$ cat config.mk
export PLATFORM = sky130hd
export DESIGN_NAME = frame_read_sequencer_flat
export DESIGN_NICKNAME = d
export VERILOG_FILES = /design/src/rtl/frame_seq_pkg.sv /design/src/rtl/frame_read_sequencer_if.sv /design/src/rtl/frame_read_sequencer_addr_gen.sv /design/src/rtl/frame_read_sequencer.sv /design/src/flat_wrapper.sv
export SDC_FILE = /design/constraint.sdc
export NUM_CORES = 1
export LEC_CHECK = 0
export CORE_MARGIN = 2
export CORE_UTILIZATION = 50
export DETAILED_ROUTE_END_ITERATION = 16
export PLACE_DENSITY_LB_ADDON = 0.1
export SYNTH_ARGS = -nofsm -noshare
export SYNTH_HDL_FRONTEND = slang
export SYNTH_HIERARCHICAL = 1
export SYNTH_SLANG_ARGS = --single-unit
$ cat constraint.sdc
create_clock -name clk -period 2.5 [get_ports clk]
set_clock_uncertainty 0.1 [all_clocks]
set_input_delay 0.5 -clock clk [delete_from_list [all_inputs] [get_ports clk]]
set_output_delay 0.5 -clock clk [all_outputs]
set_load 0.02 [all_outputs]
$ cat src/rtl/frame_seq_pkg.sv
// Shared definitions for the frame read sequencer: FSM state encoding,
// pixels fetched per read, and the counter-width helper.
package frame_seq_pkg;

    localparam int unsigned PIX_PER_CYC = 3;

    typedef enum logic [2:0] {
        ST_IDLE,
        ST_VSYNC,
        ST_DATA,
        ST_HBLANK,
        ST_DONE
    } fsm_state_e;

    // Bits needed to count 0..n-1; never narrower than one bit.
    function automatic int unsigned cnt_w(input int unsigned n);
        return (n <= 1) ? 1 : $clog2(n);
    endfunction

endpackage

$ cat src/rtl/frame_read_sequencer_if.sv
// Control/read bus of the frame read sequencer.
// master: the sequencer (takes start/stall, drives sync, read and status).
// slave:  the host / image-read memory side.
interface frame_read_sequencer_if
    import frame_seq_pkg::*;
#(
    parameter int unsigned ADDR_W = 20,
    parameter int unsigned HEIGHT = 512
);
    localparam int unsigned ROW_W = cnt_w(HEIGHT);

    logic              start;
    logic              stall;
    logic              vsync;
    logic              hsync;
    logic              rd_en;
    logic [ADDR_W-1:0] rd_addr;
    logic [ROW_W-1:0]  row;
    logic              busy;
    logic              frame_done;

    modport master (
        input  start, stall,
        output vsync, hsync, rd_en, rd_addr, row, busy, frame_done
    );

    modport slave (
        output start, stall,
        input  vsync, hsync, rd_en, rd_addr, row, busy, frame_done
    );

endinterface

$ cat src/rtl/frame_read_sequencer_addr_gen.sv
// Pixel address generator: row base plus offset of the current 3-pixel group.
// Build macro FRAME_SEQ_ROW_REVERSE_EN selects bottom-up line order
// (BMP storage); default is top-down. Only adders, no multiplier.
module frame_addr_gen
    import frame_seq_pkg::*;
#(
    parameter int unsigned WIDTH  = 768,
    parameter int unsigned HEIGHT = 512,
    parameter int unsigned ADDR_W = 20
) (
    input  logic              clk,
    input  logic              rst,
    input  logic              load,
    input  logic              advance,
    input  logic              line_step,
    output logic [ADDR_W-1:0] addr
);

`ifdef FRAME_SEQ_ROW_REVERSE_EN
    localparam bit ROW_REVERSE = 1'b1;
`else
    localparam bit ROW_REVERSE = 1'b0;
`endif

    localparam logic [ADDR_W-1:0] LINE_STRIDE  = ADDR_W'(WIDTH);
    localparam logic [ADDR_W-1:0] GROUP_STRIDE = ADDR_W'(PIX_PER_CYC);
    localparam logic [ADDR_W-1:0] LAST_BASE    = ADDR_W'((HEIGHT - 1) * WIDTH);
    localparam logic [ADDR_W-1:0] BASE_INIT    = ROW_REVERSE ? LAST_BASE : '0;

    logic [ADDR_W-1:0] base_q, base_d;
    logic [ADDR_W-1:0] off_q, off_d;

    // Next row base / group offset from the three sequencer controls.
    always_comb begin
        base_d = base_q;
        off_d  = off_q;
        if (load) begin
            base_d = BASE_INIT;
            off_d  = '0;
        end else if (line_step) begin
            base_d = ROW_REVERSE ? (base_q - LINE_STRIDE) : (base_q + LINE_STRIDE);
            off_d  = '0;
        end else if (advance) begin
            off_d = off_q + GROUP_STRIDE;
        end
    end

    // Address state registers.
    always_ff @(posedge clk or posedge rst) begin
        if (rst) begin
            base_q <= '0;
            off_q  <= '0;
        end else begin
            base_q <= base_d;
            off_q  <= off_d;
        end
    end

    assign addr = base_q + off_q;

endmodule

$ cat src/rtl/frame_read_sequencer.sv
// Frame read sequencer: on start runs VSYNC, then per line a DATA phase
// issuing one 3-pixel group read per non-stalled cycle, HBLANK between
// lines, and a one-cycle frame_done. Outputs are registered decodes of the
// current state, so each appears one cycle after the state is entered.
// Line order follows FRAME_SEQ_ROW_REVERSE_EN inside frame_addr_gen.
module frame_read_sequencer
    import frame_seq_pkg::*;
#(
    parameter int unsigned WIDTH      = 768,
    parameter int unsigned HEIGHT     = 512,
    parameter int unsigned VSYNC_CYC  = 100,
    parameter int unsigned HBLANK_CYC = 160,
    parameter int unsigned ADDR_W     = 20
) (
    input  logic                  clk,
    input  logic                  rst,
    frame_read_sequencer_if.master bus
);

    localparam int unsigned GROUPS  = WIDTH / PIX_PER_CYC;
    localparam int unsigned ROW_W   = cnt_w(HEIGHT);
    localparam int unsigned GRP_W   = cnt_w(GROUPS);
    localparam int unsigned CNT_MAX = (VSYNC_CYC > HBLANK_CYC) ? VSYNC_CYC : HBLANK_CYC;
    localparam int unsigned CNT_W   = cnt_w(CNT_MAX);

    localparam logic [CNT_W-1:0] VSYNC_LAST  = CNT_W'(VSYNC_CYC - 1);
    localparam logic [CNT_W-1:0] HBLANK_LAST = CNT_W'(HBLANK_CYC - 1);
    localparam logic [GRP_W-1:0] GRP_LAST    = GRP_W'(GROUPS - 1);
    localparam logic [ROW_W-1:0] ROW_LAST    = ROW_W'(HEIGHT - 1);

    fsm_state_e        state_q, state_d;
    logic [CNT_W-1:0]  cnt_q, cnt_d;
    logic [GRP_W-1:0]  grp_q, grp_d;
    logic [ROW_W-1:0]  row_cnt_q, row_cnt_d;

    logic              vsync_q, vsync_d;
    logic              hsync_q, hsync_d;
    logic              rd_en_q, rd_en_d;
    logic [ADDR_W-1:0] rd_addr_q, rd_addr_d;
    logic [ROW_W-1:0]  row_q, row_d;
    logic              busy_q, busy_d;
    logic              done_q, done_d;

    logic              ag_load;
    logic              ag_advance;
    logic              ag_line_step;
    logic [ADDR_W-1:0] ag_addr;

    frame_addr_gen #(
        .WIDTH  (WIDTH),
        .HEIGHT (HEIGHT),
        .ADDR_W (ADDR_W)
    ) u_addr_gen (
        .clk       (clk),
        .rst       (rst),
        .load      (ag_load),
        .advance   (ag_advance),
        .line_step (ag_line_step),
        .addr      (ag_addr)
    );

    // Next-state, counters, address-gen controls and registered output values.
    always_comb begin
        state_d      = state_q;
        cnt_d        = cnt_q;
        grp_d        = grp_q;
        row_cnt_d    = row_cnt_q;
        ag_load      = 1'b0;
        ag_advance   = 1'b0;
        ag_line_step = 1'b0;
        vsync_d      = 1'b0;
        hsync_d      = 1'b0;
        rd_en_d      = 1'b0;
        rd_addr_d    = rd_addr_q;
        row_d        = row_cnt_q;
        busy_d       = (state_q != ST_IDLE);
        done_d       = 1'b0;

        case (state_q)
            ST_IDLE: begin
                cnt_d = '0;
                if (bus.start) begin
                    state_d = ST_VSYNC;
                end
            end
            ST_VSYNC: begin
                vsync_d = 1'b1;
                if (cnt_q == VSYNC_LAST) begin
                    state_d   = ST_DATA;
                    cnt_d     = '0;
                    grp_d     = '0;
                    row_cnt_d = '0;
                    ag_load   = 1'b1;
                end else begin
                    cnt_d = cnt_q + 1'b1;
                end
            end
            ST_DATA: begin
                hsync_d = 1'b1;
                if (!bus.stall) begin
                    rd_en_d    = 1'b1;
                    rd_addr_d  = ag_addr;
                    ag_advance = 1'b1;
                    if (grp_q == GRP_LAST) begin
                        grp_d   = '0;
                        state_d = (row_cnt_q == ROW_LAST) ? ST_DONE : ST_HBLANK;
                    end else begin
                        grp_d = grp_q + 1'b1;
                    end
                end
            end
            ST_HBLANK: begin
                if (cnt_q == HBLANK_LAST) begin
                    state_d      = ST_DATA;
                    cnt_d        = '0;
                    row_cnt_d    = row_cnt_q + 1'b1;
                    ag_line_step = 1'b1;
                end else begin
                    cnt_d = cnt_q + 1'b1;
                end
            end
            ST_DONE: begin
                done_d  = 1'b1;
                state_d = ST_IDLE;
            end
            default: begin
                state_d = ST_IDLE;
            end
        endcase
    end

    // State, counter and output registers; reset aborts any frame in flight.
    always_ff @(posedge clk or posedge rst) begin
        if (rst) begin
            state_q   <= ST_IDLE;
            cnt_q     <= '0;
            grp_q     <= '0;
            row_cnt_q <= '0;
            vsync_q   <= 1'b0;
            hsync_q   <= 1'b0;
            rd_en_q   <= 1'b0;
            rd_addr_q <= '0;
            row_q     <= '0;
            busy_q    <= 1'b0;
            done_q    <= 1'b0;
        end else begin
            state_q   <= state_d;
            cnt_q     <= cnt_d;
            grp_q     <= grp_d;
            row_cnt_q <= row_cnt_d;
            vsync_q   <= vsync_d;
            hsync_q   <= hsync_d;
            rd_en_q   <= rd_en_d;
            rd_addr_q <= rd_addr_d;
            row_q     <= row_d;
            busy_q    <= busy_d;
            done_q    <= done_d;
        end
    end

    assign bus.vsync      = vsync_q;
    assign bus.hsync      = hsync_q;
    assign bus.rd_en      = rd_en_q;
    assign bus.rd_addr    = rd_addr_q;
    assign bus.row        = row_q;
    assign bus.busy       = busy_q;
    assign bus.frame_done = done_q;

endmodule

$ cat src/flat_wrapper.sv
// flat-port wrapper written by rule: the top's interface ports become plain ports
module frame_read_sequencer_flat import frame_seq_pkg::*;
#(
    parameter int unsigned WIDTH      = 768,
    parameter int unsigned HEIGHT     = 512,
    parameter int unsigned VSYNC_CYC  = 100,
    parameter int unsigned HBLANK_CYC = 160,
    parameter int unsigned ADDR_W     = 20
)
  (clk, rst, bus_start, bus_stall, bus_vsync, bus_hsync, bus_rd_en, bus_rd_addr, bus_row, bus_busy, bus_frame_done);
  frame_read_sequencer_if #(.ADDR_W(ADDR_W), .HEIGHT(HEIGHT)) bus_i ();
  input  logic clk;
  input  logic rst;
  input wire logic [$bits(bus_i.start)-1:0] bus_start;
  input wire logic [$bits(bus_i.stall)-1:0] bus_stall;
  output wire logic [$bits(bus_i.vsync)-1:0] bus_vsync;
  output wire logic [$bits(bus_i.hsync)-1:0] bus_hsync;
  output wire logic [$bits(bus_i.rd_en)-1:0] bus_rd_en;
  output wire logic [$bits(bus_i.rd_addr)-1:0] bus_rd_addr;
  output wire logic [$bits(bus_i.row)-1:0] bus_row;
  output wire logic [$bits(bus_i.busy)-1:0] bus_busy;
  output wire logic [$bits(bus_i.frame_done)-1:0] bus_frame_done;
  assign bus_i.start = bus_start;
  assign bus_i.stall = bus_stall;
  assign bus_vsync = bus_i.vsync;
  assign bus_hsync = bus_i.hsync;
  assign bus_rd_en = bus_i.rd_en;
  assign bus_rd_addr = bus_i.rd_addr;
  assign bus_row = bus_i.row;
  assign bus_busy = bus_i.busy;
  assign bus_frame_done = bus_i.frame_done;
  frame_read_sequencer #(.WIDTH(WIDTH), .HEIGHT(HEIGHT), .VSYNC_CYC(VSYNC_CYC), .HBLANK_CYC(HBLANK_CYC), .ADDR_W(ADDR_W)) u_core (.clk(clk), .rst(rst), .bus(bus_i));
endmodule
======== Word-level counts from Yosys, hierarchy flattened ========
Index checks and enable logic that the tools add are counted.
word-level totals
  bits in registers ....................... 102
  output and inout port bits .............. 34
operators by class
  add/subtract/negate cells ............... 6
  eq/ne operators ......................... 13
  muxes and demuxes ....................... 31
  bitwise operators ....................... 1
  reduce and logical (&&, ||, !) cells .... 11
operators with widths
  operator                                                                  count
  20-bit 2-to-1 mux                                                         5
  8-bit 2-to-1 mux                                                          5
  8-bit one-hot mux with 3 select lines                                     1
  20-bit by 10-bit adder with 20-bit output (second input constant)         1
  20-bit by 2-bit adder with 20-bit output (second input constant)          1
  20-bit adder                                                              1
  3-bit 2-to-1 mux                                                          6
  9-bit 2-to-1 mux                                                          2
  9-bit one-hot mux with 2 select lines                                     1
  8-bit by 1-bit adder with 8-bit output (second input constant)            2
  8-bit == test (second input constant)                                     2
  8-bit one-hot mux with 2 select lines                                     1
  3-bit one-hot mux with 4 select lines                                     1
  9-bit by 1-bit adder with 9-bit output (second input constant)            1
  9-bit == test (second input constant)                                     1
  1-bit 2-to-1 mux                                                          9
  3-bit nonzero test                                                        3
  8-bit by 7-bit == test with 1-bit output (second input constant)          1
  3-bit by 2-bit == test with 1-bit output (second input constant)          2
  2-bit by 1-bit inequality test with 1-bit output (second input constant)  3
  3-bit AND reduction                                                       2
  2-bit nonzero test                                                        3
  5-bit AND reduction                                                       1
  2-bit inequality test (second input constant)                             2
  5 further kinds                                                           5

======== Logic depth before layout (Yosys ltp) ========
  word-level depth ........................ 5
  depth in mapped cells ................... 11

======== Cells and area by module ========
The synthesis kept the hierarchy.
by module, submodules not included
  module                times used  cells an instance  area each (µm²)  sequential area each (µm²)
  frame_read_sequencer  1           230                2745.1           1551.5
  frame_addr_gen        1           234                2129.5           800.8

======== Worst setup path after synthesis ========
OpenSTA, ideal clock, no wires.
  path type ............................... register -> register
  start point ............................. reg u_core.cnt_q[0]
  end point ............................... reg u_core.u_addr_gen.off_q[14]
  setup time .............................. 0.132 ns
  arrival time ............................ 2.254 ns
  setup slack ............................. 0.014 ns
  cell stages (with the launch flop) ...... 10
  path buffers ............................ 0
  period minus slack after synthesis ...... 2.486 ns
  path through ............................ dfrtp_1 > ha_1 > nor4b_2 > nand3_1 > inv_2 > o311ai_1 > nor4b_1 > nand4_1 > xor2_1 > nor2_1
between the ends
  elaborated cells between the ends (all ways) .. 9
RTL lines
  item                                                                             RTL line                             text
  from (decl)                                                                      frame_read_sequencer.sv:32           logic [CNT_W-1:0] cnt_q, cnt_d;
  from (signal assigned)                                                           frame_read_sequencer.sv:148          cnt_q <= cnt_d;
  8-bit by 7-bit == test with 1-bit output *                                       frame_read_sequencer.sv:88           if (cnt_q == VSYNC_LAST) begin
  1-bit 2-to-1 mux *                                                               frame_read_sequencer.sv:88
  1-bit 2-to-1 mux *                                                               frame_read_sequencer.sv:79           case (state_q)
  via u_core.ag_load                                                               frame_read_sequencer.sv:44           logic ag_load;
  3-bit nonzero test (no source line) / 20-bit 2-to-1 mux (equally long branches)  n/a
  to (signal assigned)                                                             frame_read_sequencer_addr_gen.sv:52  off_q <= '0;
  to (signal assigned)                                                             frame_read_sequencer_addr_gen.sv:55  off_q <= off_d;
  to (decl)                                                                        frame_read_sequencer_addr_gen.sv:31  logic [ADDR_W-1:0] off_q, off_d;
Mark *: on every way through the listed nets, which the timed path passes. The rest lies on a longest branch.
A chain may end at the register's enable or synchronous reset.

======== Worst setup path in the final report ========
  start point ............................. reg u_core.cnt_q[1]
  end point ............................... reg u_core.u_addr_gen.base_q[18]
between the ends
  word-level cells in the longest chain between the ends .. 4
  elaborated cells between the ends (all ways) .. 8
RTL lines
  item                                 RTL line                             text
  8-bit == test                        frame_read_sequencer.sv:113          if (cnt_q == HBLANK_LAST) begin
  1-bit 2-to-1 mux                     frame_read_sequencer.sv:113
  1-bit 2-to-1 mux                     frame_read_sequencer.sv:79
  via u_core.ag_line_step              frame_read_sequencer.sv:46           logic ag_line_step;
  2-bit nonzero test (no source line)  n/a
  to (signal assigned)                 frame_read_sequencer_addr_gen.sv:54  base_q <= base_d;
  to (decl)                            frame_read_sequencer_addr_gen.sv:30  logic [ADDR_W-1:0] base_q, base_d;
The timed path passes the listed nets, and every way through them passes these cells.

==> results by group <==
Yosys
  • Mapped cell area: around 4900 µm²
  • Yosys Warn Count: 6
  • Area leader, netlist: dfrtp_1
  • Yosys cell types: 64
  • FFs w/ async S/R, synth: 1.00
  • Synth top area share: 0.483
  • Most common cell in the netlist: dfrtp_1
  • Average footprint of a synthesized cell: between 10 and 15 µm²
  • Commonest cells in the netlist: dfrtp_1 (94), nor2_1 (44), nand2_1 (32)
  • Yosys reg bits: 94
  • Proportion of synthesized chip area in sequential cells: 0.483
  • Top_reg_cell synth: dfrtp_1
  • Cells taking the most area after synthesis: dfrtp_1 (48%), mux2_2 (4.9%), ha_1 (4.6%), xor2_1 (4.3%), xnor2_1 (3.4%)
  • Syn_nets: just under 500
  • Cell count after synthesis: between 400 and 500
  • EDFF count, synth: 0

Pwr
  • Share of power burned in registers: 0.520
  • Sw Ratio: 0.293
  • Peak VDD IR: about 0.00057 V
  • Sw power: between 1 and 1.5 mW
  • Power Density: around 630 nW/µm²
  • Internal Power: 2.59 mW
  • Clk pwr share: 0.298
  • Pleak: 2.67 nW
  • Comb power frac: 0.182

Floorplan
  • Die ar.: between 10,000 and 15,000 µm²
  • Initial Util: 0.506
  • Die boundary width: ~100 µm
  • DIE HEIGHT: just over 100 µm
  • Core ar.: about 9600 µm²
  • Cell Rows: 36
  • Ports: 38

Clock network
  • CTS Root Cell: clkbuf_8
  • CTS tree: yes
  • TritonCTS Buffers: 9
  • CTS Sinks: 94
  • CTS clk-pin slew, worst paths: 0.09 ns
  • H-Tree Level Count: 3
  • Hold_buf cts: 0
  • Worst skew pair latency: 0.36 ns
  • Max Root-Sink Buffers: 2

GRT
  • Pin count of the biggest net entering global routing: 63
  • Total gr overflow: 0
  • First-pass GRT wire length: ~17,000 µm
  • Total GRT Usage: 0.207
  • Initial antenna violation count: 0
  • Number of global-route vias before repair: roughly 3,500

Timing
  • Final Max Tran Viols: 0
  • RSZ-0062 raised after global routing: no
  • Final worst slack: approximately 0.13 ns
  • # setup viols final: 0
  • Final Hold Fails: 0
  • Tcrit/Tclk final: 0.950
  • Peak Freq: about 420 MHz
  • Crit path time final: approximately 2.4 ns

Place
  • Routability congestion estimate: approximately 0.84
  • Port buffer count: 37
  • Place WS: -0.124 ns
  • Post-DP HPWL: 7140 µm
  • # placed instances: ~640

Drt
  • DRC Markers: 0
  • Initial DRC count: 72
  • Post-Route WL: slightly above 10,000 µm
  • Drt pass-1 iters: 4
  • Vias: about 3,700
  • Drt via density: 5.52
  • DRT antenna net count: 0
  • Mean routed wirelength per cell: 15.2 µm

Job
  • Max Cap Viol: 0

Finish
  • NumNets Final: about 550
  • Diode count: 0
  • Area Overhead vs Synth: 20.2%
  • Fin cells: about 660
  • Share of layout cells above drive strength 1: 0.181

Setup path
  • Worst path required time: roughly 2.7 ns
  • Worst EP arrival: between 2 and 3 ns
  • Crit path max fanout: 5
  • CP endpoint kind: register
  • Crit Path Class: register to register
  • Setup crit start kind: register

Hold path
  • Hold crit path type: register to register

Outcome
  • Status: finished, final reports clean
## power by group through the flow
| stage | clock, mW | combinational [mW] | sequential [mW] |
|---|---|---|---|
| after floorplan | 0 | 0.391 | 1.95 |
| after global placement | 0 | 0.647 | 1.92 |
| after detailed placement | 0 | 0.658 | 1.92 |
| after CTS | 1.13 | 0.665 | 1.90 |
| after global routing | 1.18 | 0.737 | 1.94 |
| final | 1.09 | 0.668 | 1.91 |
## path summary, 6_finish.rpt
kind | cells after the start | end | from | slack (ns)
min reg2reg | 0 | u_core/bus.row[6] | u_core/row_cnt_q[6] | 0.33
min | 0 | u_core/bus.row[6] | u_core/row_cnt_q[6] | 0.33
max | 9 | u_core/u_addr_gen/base_q[18] | u_core/cnt_q[1] | 0.13
min in group asynchronous | 3 | u_core/bus.rd_addr[11] | rst | 0.42
max in group asynchronous | 3 | u_core/u_addr_gen/base_q[12] | rst | 1.53
max reg2reg | 9 | u_core/u_addr_gen/base_q[18] | u_core/cnt_q[1] | 0.13
## layout by cell type, fill, tap and decap left out, drive strengths merged, types with 5 or more instances in the layout
cell / Yosys / layout
xnor2: 19 / 19
buf: 10 / 32
or3: 9 / 9
xor2: 24 / 24
a211oi: 7 / 7
nor2: 44 / 44
nand4: 15 / 15
mux2: 21 / 21
ha: 18 / 18
o211ai: 6 / 6
nor3: 7 / 7
clkbuf: 9 / 10
inv: 18 / 17
o21ai: 16 / 16
and3: 7 / 7
clkdlybuf4s50: 0 / 37
dfrtp: 94 / 94
nand2: 32 / 32
a21oi: 21 / 21
mux2i: 5 / 5
a21boi: 5 / 5
nand3: 15 / 15
## timing repair
| item | in CTS | in global routing |
|---|---|---|
| endpoints found under the setup margin | 1 | 15 |
| cloned | 0 | 0 |
| pin swaps | 0 | 2 |
| resized for setup | 1 | 11 |
| buffers inserted | 0 | 3 |
## registers in the layout (all words and copies together) (netlist names)
signal / count
u_core/bus.rd_addr: 20
u_core/u_addr_gen/off_q: 20
u_core/u_addr_gen/base_q: 12
u_core/bus.row: 9
u_core/row_cnt_q: 9
u_core/cnt_q: 8
u_core/grp_q: 8
u_core/state_q: 3
u_core/bus.busy: 1
u_core/bus.frame_done: 1
u_core/bus.hsync: 1
u_core/bus.rd_en: 1
u_core/bus.vsync: 1
## stage by stage
stage               hold slack [ns]   util  TNS, ns  power (mW)  instance area (µm²)
floorplan                     0.280      -        0        2.34                 4870
global placement              0.302  0.576   -0.122        2.57                 5550
detailed placement            0.315  0.576   -0.645        2.58                 5550
CTS                           0.336  0.599        0        3.69                 5780
global route                  0.348  0.608        0        3.85                 5860
finish                        0.332  0.608        0        3.67                 5860
## cells by family after synthesis
family          after synthesis  share of synthesized area
compound gates               82                      0.118
xor+xnor                     43                     0.0773
fa+ha+maj                    18                     0.0462
buf+inv                      37                     0.0339
flops                        94                      0.483
mux                          26                     0.0588
other cells                   1                   0.000769
simple gates                163                      0.182
## worst max-delay path: stages (launching register included)
cell and delay (ns):
dfrtp_1 0.39, ha_2 0.23, and4_2 0.29, nand3_4 0.10, clkinvlp_4 0.14, and2b_1 0.17, and2_1 0.17, nand4_1 0.16
or3_1 0.38, a21oi_1 0.17
## per-layer routing
layer | routed length [µm] | global-route usage | vias up
li1 | - | - | 1783
met3 | 332 | 0.0271 | 14
met5 | 0 | 0 | -
met1 | 4870 | 0.297 | 1793
met4 | 204 | 0.0941 | 0
met2 | 4700 | 0.314 | 72
## final cells by class
type	count	area (µm²)
well taps	133	166
multi-input cells	333	2430
repair buffers	69	623
fillers	862	3780
flip-flops and latches	94	2350
clock inverters	6	86.3
clock buffers	10	128
inverters	18	71.3
(Power assumes the default switching activity.)
